`config.mk`:
```
export PLATFORM = sky130hd
export DESIGN_NAME = fetch_decode_stage
export DESIGN_NICKNAME = d
export VERILOG_FILES = /design/src/rtl/fetch_decode_stage.sv
export SDC_FILE = /design/constraint.sdc
export NUM_CORES = 1
export LEC_CHECK = 0
export BUFFER_PORTS_ARGS = -buffer_cell sky130_fd_sc_hd__buf_2
export CAP_MARGIN = 20
export CORE_UTILIZATION = 30
export DETAILED_ROUTE_END_ITERATION = 7
export PLACE_DENSITY_LB_ADDON = 0.15
export SYNTH_ARGS = -nofsm -noshare
export SYNTH_HDL_FRONTEND = slang
export SYNTH_SLANG_ARGS = --single-unit
```
`constraint.sdc`:
```
create_clock -name clk -period 3.42 [get_ports clk]
set_input_delay 0.684 -clock clk [delete_from_list [all_inputs] [get_ports clk]]
set_output_delay 0.684 -clock clk [all_outputs]
set_load 0.01 [all_outputs]
```
`src/rtl/fetch_decode_stage.sv`:
```
// Byte-serial fetch/decode stage: assembles 16-bit instructions plus an
// optional inline data byte and presents a registered micro-op bundle.
module fetch_decode_stage #(
    parameter int WIDTH    = 16,
    parameter bit HI_FIRST = 1'b1
) (
    input  logic             clk,
    input  logic             rst,
    input  logic             flush,
    input  logic [7:0]       in_byte,
    input  logic             in_valid,
    output logic             in_ready,
    output logic             out_valid,
    input  logic             out_ready,
    output logic [15:0]      out_inst,
    output logic [11:0]      out_op,
    output logic [WIDTH-1:0] out_rhs,
    output logic             out_src_imm,
    output logic             out_src_ram,
    output logic [3:0]       out_cond,
    output logic             out_illegal
);

    typedef enum logic [1:0] {
        S_FIRST,
        S_SECOND,
        S_DATA
    } state_e;

    localparam int OP_NOP    = 0;
    localparam int OP_NOT    = 1;
    localparam int OP_OUTLO  = 2;
    localparam int OP_LOAD   = 3;
    localparam int OP_STORE  = 4;
    localparam int OP_ADD    = 5;
    localparam int OP_SUB    = 6;
    localparam int OP_AND    = 7;
    localparam int OP_OR     = 8;
    localparam int OP_XOR    = 9;
    localparam int OP_BRANCH = 10;
    localparam int OP_IF     = 11;

    state_e state_q, state_d;
    logic [7:0]  first_q, first_d;
    logic [15:0] inst_q, inst_d;

    logic             valid_q, valid_d;
    logic [15:0]      oinst_q, oinst_d;
    logic [11:0]      op_q, op_d;
    logic [WIDTH-1:0] rhs_q, rhs_d;
    logic             imm_q, imm_d;
    logic             ram_q, ram_d;
    logic [3:0]       cond_q, cond_d;
    logic             ill_q, ill_d;

    logic [15:0]      asm_inst;
    logic [15:0]      dec_inst;
    logic [4:0]       opc;
    logic [2:0]       src;
    logic [7:0]       imm8;
    logic             alu;
    logic [11:0]      dec_op;
    logic [WIDTH-1:0] dec_rhs;
    logic             dec_imm;
    logic             dec_ram;
    logic [3:0]       dec_cond;
    logic             dec_ill;
    logic             dec_need;
    logic             xfer;
    logic             load;

    assign asm_inst = HI_FIRST ? {first_q, in_byte} : {in_byte, first_q};

    // In DATA the instruction word is already latched; in_byte is the data.
    always_comb begin
        dec_inst = (state_q == S_DATA) ? inst_q : asm_inst;
        opc      = dec_inst[15:11];
        src      = dec_inst[10:8];
        imm8     = dec_inst[7:0];
        alu      = 1'b0;
        dec_op   = '0;
        dec_rhs  = '0;
        dec_imm  = 1'b0;
        dec_ram  = 1'b0;
        dec_cond = '0;
        dec_ill  = 1'b0;
        dec_need = 1'b0;

        if (!opc[4]) begin
            case (dec_inst[15:8])
                8'h00:   dec_op[OP_NOP]   = 1'b1;
                8'h07:   dec_op[OP_NOT]   = 1'b1;
                8'h08:   dec_op[OP_OUTLO] = 1'b1;
                default: dec_ill          = 1'b1;
            endcase
        end else begin
            case (opc)
                5'b10000: begin dec_op[OP_LOAD]  = 1'b1; alu = 1'b1; end
                5'b10001: begin dec_op[OP_ADD]   = 1'b1; alu = 1'b1; end
                5'b10010: begin dec_op[OP_STORE] = 1'b1; alu = 1'b1; end
                5'b10011: begin dec_op[OP_SUB]   = 1'b1; alu = 1'b1; end
                5'b10100: begin dec_op[OP_AND]   = 1'b1; alu = 1'b1; end
                5'b10101: begin dec_op[OP_OR]    = 1'b1; alu = 1'b1; end
                5'b10110: begin dec_op[OP_XOR]   = 1'b1; alu = 1'b1; end
                5'b11000: begin
                    dec_op[OP_BRANCH] = 1'b1;
                    dec_rhs = {{(WIDTH-11){dec_inst[10]}}, dec_inst[10:0]};
                end
                5'b11110: begin
                    dec_op[OP_IF] = 1'b1;
                    case (dec_inst[10:0])
                        11'h000: dec_cond = 4'b0001;
                        11'h001: dec_cond = 4'b0010;
                        11'h010: dec_cond = 4'b0100;
                        11'h011: dec_cond = 4'b1000;
                        default: dec_ill  = 1'b1;
                    endcase
                end
                default: dec_ill = 1'b1;
            endcase
        end

        if (alu) begin
            case (src)
                3'b000: begin
                    dec_rhs[7:0] = imm8;
                    dec_imm      = 1'b1;
                end
                3'b001: begin
                    dec_rhs[15:8] = imm8;
                    dec_imm       = 1'b1;
                end
                3'b010: begin
                    dec_rhs[7:0] = in_byte;
                    dec_imm      = 1'b1;
                    dec_need     = 1'b1;
                end
                3'b011: begin
                    dec_rhs[15:8] = in_byte;
                    dec_imm       = 1'b1;
                    dec_need      = 1'b1;
                end
                3'b100: begin
                    dec_rhs[7:0] = imm8;
                    dec_ram      = 1'b1;
                end
                default: dec_ill = 1'b1;
            endcase
        end

        // Illegal encodings travel as an empty bundle and never pull data.
        if (dec_ill) begin
            dec_op   = '0;
            dec_rhs  = '0;
            dec_imm  = 1'b0;
            dec_ram  = 1'b0;
            dec_cond = '0;
            dec_need = 1'b0;
        end
    end

    always_comb begin
        in_ready = 1'b0;
        if (!rst && !flush) begin
            if (state_q == S_FIRST) in_ready = 1'b1;
            else                    in_ready = !valid_q || out_ready;
        end
    end

    assign xfer = in_valid && in_ready;

    always_comb begin
        state_d = state_q;
        first_d = first_q;
        inst_d  = inst_q;
        load    = 1'b0;
        case (state_q)
            S_FIRST: begin
                if (xfer) begin
                    first_d = in_byte;
                    state_d = S_SECOND;
                end
            end
            S_SECOND: begin
                if (xfer) begin
                    inst_d = asm_inst;
                    if (dec_need) begin
                        state_d = S_DATA;
                    end else begin
                        load    = 1'b1;
                        state_d = S_FIRST;
                    end
                end
            end
            S_DATA: begin
                if (xfer) begin
                    load    = 1'b1;
                    state_d = S_FIRST;
                end
            end
            default: state_d = S_FIRST;
        endcase
        if (flush) state_d = S_FIRST;
    end

    always_comb begin
        valid_d = valid_q && !out_ready;
        oinst_d = oinst_q;
        op_d    = op_q;
        rhs_d   = rhs_q;
        imm_d   = imm_q;
        ram_d   = ram_q;
        cond_d  = cond_q;
        ill_d   = ill_q;
        if (load) begin
            valid_d = 1'b1;
            oinst_d = dec_inst;
            op_d    = dec_op;
            rhs_d   = dec_rhs;
            imm_d   = dec_imm;
            ram_d   = dec_ram;
            cond_d  = dec_cond;
            ill_d   = dec_ill;
        end
        if (flush) valid_d = 1'b0;
    end

    always_ff @(posedge clk) begin
        if (rst) begin
            state_q <= S_FIRST;
            first_q <= '0;
            inst_q  <= '0;
            valid_q <= 1'b0;
            oinst_q <= '0;
            op_q    <= '0;
            rhs_q   <= '0;
            imm_q   <= 1'b0;
            ram_q   <= 1'b0;
            cond_q  <= '0;
            ill_q   <= 1'b0;
        end else begin
            state_q <= state_d;
            first_q <= first_d;
            inst_q  <= inst_d;
            valid_q <= valid_d;
            oinst_q <= oinst_d;
            op_q    <= op_d;
            rhs_q   <= rhs_d;
            imm_q   <= imm_d;
            ram_q   <= ram_d;
            cond_q  <= cond_d;
            ill_q   <= ill_d;
        end
    end

    assign out_valid   = valid_q;
    assign out_inst    = oinst_q;
    assign out_op      = op_q;
    assign out_rhs     = rhs_q;
    assign out_src_imm = imm_q;
    assign out_src_ram = ram_q;
    assign out_cond    = cond_q;
    assign out_illegal = ill_q;

endmodule

```
---- Word level (Yosys, flattened, before mapping) ----
Index checks and enable logic that the tools add are counted.
W data, S select, Z words.
cells by class
  equality and inequality tests ........... 23
  muxes and demuxes ....................... 55
  reductions and logical operators ........ 24
operators with widths
  kind                   number
  $mux W16               5
  $eq A5 B5 Y1 const B   9
  $mux W1                34
  $pmux W8 S2            2
  $eq A11 B5 Y1 const B  2
  $pmux W4 S4            1
  $mux W12               1
  $mux W4                3
  $eq A11 B1 Y1 const B  1
  $logic_not A11 Y1      1
  $mux W9                1
  $eq A8 B3 Y1 const B   1
  $eq A8 B4 Y1 const B   1
  $logic_not A8 Y1       1
  $mux W2                4
  $reduce_or A4 Y1       2
  $reduce_or A8 Y1       1
  $reduce_or A7 Y1       1
  $eq A3 B2 Y1 const B   2
  $ne A2 B2 Y1 const B   3
  $pmux W2 S3            1
  $reduce_or A2 Y1       3
  $reduce_or A5 Y1       1
  $logic_not A1 Y1       4
  13 further kinds       17
word-level totals
  bits in registers ....................... 78
  input port bits ......................... 13
  output and inout port bits .............. 53

---- Logic depth before layout (Yosys ltp) ----
  depth after elaboration ................. 14
  mapped depth ............................ 9

---- Worst setup path after synthesis ----
OpenSTA, ideal clock, no wires.
  kind .................................... reg2reg
  from .................................... reg state_q[0]
  to ...................................... reg rhs_q[5] (netlist: out_rhs[5])
  setup time .............................. 0.132 ns
  arrival time ............................ 1.986 ns
  data required time ...................... 3.288 ns
  path slack .............................. 1.302 ns
  cell stages (with the launch flop) ...... 9
  path buffers ............................ 1
  cells stage by stage .................... dfxtp_1 inv_1 ha_1 buf_4 and3b_1 o211ai_1 o21ai_1 a221oi_1 nor3_1
on the way
  longest elaborated chain between the ends .. 13
  elaborated cells on any way between the ends .. 55
  classes of those cells .................. eq/ne (20); mux (23); reduce/logical (12)
ends and longest elaborated chain
  element                                      RTL line  text
  start, declared                              43        state_e state_q, state_d;
  start signal, assigned                       242       state_q <= state_d;
  $eq A2 B2 Y1                                 76, 177
  $mux W16                                     76        dec_inst = (state_q == S_DATA) ? inst_q : asm_inst;
  $eq A11 B5 Y1, or another cell as far along  111       case (dec_inst[10:0])
  $reduce_or A4 Y1 (no line)                   -
  $mux W1                                      111
  $pmux W1 S2                                  97        case (opc)
  $mux W1                                      89        if (!opc[4]) begin
  $mux W1                                      124       case (src)
  $mux W1                                      123       if (alu) begin
  $mux W1                                      152       if (dec_ill) begin
  $mux W1                                      187       if (dec_need) begin
  $mux W1                                      185       if (xfer) begin
  $pmux W1 S2                                  177       case (state_q)
  end signal, assigned                         248       rhs_q <= rhs_d;
  end, declared                                50        logic [WIDTH-1:0] rhs_q, rhs_d;
Parallel ways exist; a longest one is shown, timed or not.
A chain may end at the register's enable or synchronous reset.

---- Worst setup path in the final report ----
Ends and elaborated chain as after synthesis.

==> out/results.ini <==
[global_routing]
grt_first_pass_wirelength_mm=16.2
antenna_found_initial=0
grt_max_degree=76
gr-total-overflow=0
first_global_vias=2940
grt_use_total=0.166

[synth]
synthFlopType=dfxtp_1
synth.net_count=421
synth_compound_area_frac=0.175
synth_seq_cells=78
synth-adder-area-share=0.0137
yosys_warnings=0
yosys-top-cells-count=dfxtp_1 (78), nor2_1 (76), mux2i_1 (37)
yosysTopAreaCellShare=0.429
yosysMostFrequentCell=dfxtp_1
ys_seq_area_frac=0.429
synth_mux_area_frac=0.130
syn-cell-area_sq_mm=0.00364
yosysUniqueCellTypes=54
synth_edf_count=0
synth_top_family_by_area=simple AND/OR/NAND/NOR gates
synth_simple_gate_area_frac=0.208
synth_xor_xnor_area_share=0.00240
postSynthCellCount=404
synth.avg_cell_area_sq_um=9.02
synthArstFlopShare=0
yosys.area.top_type=dfxtp_1
ys_top_cells_by_area=dfxtp_1 (43%), mux2i_1 (10%), nor2_1 (7.8%)

[pwr]
p_total_mw=2.01
cellLeakagePower_nw=1.80
peakVddDrop_mv=0.193
power.density_mw_per_mm2=455

[floorplan]
dieArea_sq_mm=0.0126
initial_core_util=0.314
die_h_um=112
die_w_um=112
rows=39
core_sq_mm=0.0116
io_pins=66

[min_path]
hp-start=out_op[2]
min_delay_path_depth=2
hold_end=out_op[2]
hp-class=reg2reg

[clock_tree]
cts_resized=0
clockBufferDepth=2
clk_latency_ns=0.34
cts_htree_levels=3
cts_buffers=9
clock_sinks=78
cts_tree=done
ctsHoldBuffers=0
cts_setup_buffers=0
clk_pin_slew_worst_paths_ns=0.06
root_buffer=clkbuf_16

[drt]
wl_per_cell_um=16.5
drcViolationCount=7
drt_wl_total_mm=10.1
vias_per_cell=5.20
drt_iter0_drc=271
ant_nets=0
dr.pass1.iters=7
vias=3176

[timing]
fin_setup_tns_ns=0
maxSlewViolCount=0
period_share=0.910
rsz0062_at_grt=false
setup_violations=0
tightestPinTransition_ns=0.771
holdWs_ns=0.454
fmaxAchievable_mhz=321
fin_crit_ns=3.11
relSlewSlack=0.486
hold_violations=0
fin_ws_ns=0.307
worst_clock_skew_ns=0.00506

[critical_path]
r2r_slack_ns=0.31
critPathCaptureType=flip-flop
worstPathMaxFanout=19
crit_path_start_kind=flip-flop
critical_path_arrival_ns=3.38
r2r-end=out_rhs[5]
r2r_cells=8
reg2reg_from=state_q[0]
worstSetupPathType=reg2reg
critPathRequiredTime_ns=3.68

[place]
pre_cts_ws_ns=0.316
io_buffers=65
dp.cells=595
place.gp.congestion=0.833
dpl_cell_area_sq_mm=0.00411
dp_hpwl_mm=7.35

[layout]
diodes=0
final_area_sq_mm=0.00442
fin_cells=611
fin_util=0.380
synthToLayoutAreaGrowth_pct=21.2
drive_above_1_share=0.222
num-nets-final=480

[outcome]
violations=DRC
status=finished, violations left

[flow_run]
cap_violations=0

## routing by layer
layer  global-route usage  part of all wire  routed length, um
met1                0.228              0.49               4890
met2                0.252              0.45               4590
met3               0.0389             0.043                432
met4               0.0622             0.016                165
met5                    0                 0                  0
## sequential cells by signal (all words and copies together), names as in the netlist
name         cells
out_src_ram      1
inst_q          16
out_illegal      1
out_cond         4
out_inst        16
out_valid        1
first_q          8
state_q          2
out_src_imm      1
out_rhs         16
out_op          12
## layout by cell type (no fill, tap or decap), types with 9 or more instances in the layout
cell,count
dfxtp_1,78
nor2_1,75
buf_2,65
mux2i_1,37
a211oi_1,25
nor3_1,22
nand2_1,18
a21oi_1,13
inv_1,10
clkbuf_16,9
## critical path, cell delays in order (launching register included)
cell and delay, ns:
dfxtp_1 0.32, inv_1 0.11, ha_1 0.57, buf_4 0.34, mux2i_1 0.51, o2111ai_1 0.33, o21ai_1 0.43, a221oi_1 0.23
nor3_1 0.19
## area by class of cell
class,instances,area [sq um]
Fill cell,1227,7200
Multi-Input combinational cell,292,1940
Sequential cell,78,1560
Timing Repair Buffer,72,390
Clock buffer,12,256
Tap cell,143,179
Clock inverter,4,52.6
Inverter,10,37.5
## cell families after synthesis
kind of cell | count (synthesis)
muxes | 46
xor gates and xnor gates | 1
AOI/OAI and AO/OA | 86
adders and majority gates | 4
buffers and inverters | 34
DFF | 78
and+or+nand+nor | 155
## worst max-delay path by stage
stage                  endpoint  cells after the start        from
floorplan            out_rhs[5]                      8  state_q[0]
global placement     out_rhs[1]                      8  state_q[0]
detailed placement   out_rhs[1]                      8  state_q[0]
CTS                  out_rhs[1]                      8  state_q[0]
global route        out_cond[0]                      8  state_q[0]
finish               out_rhs[5]                      8  state_q[0]
## report_power, final
part / switching, mW / internal, mW
sequential: 0.00712 / 0.912
clock: 0.381 / 0.609
combinational: 0.0664 / 0.0312
total: 0.455 / 1.55
Power figures use the tool's default switching activity.
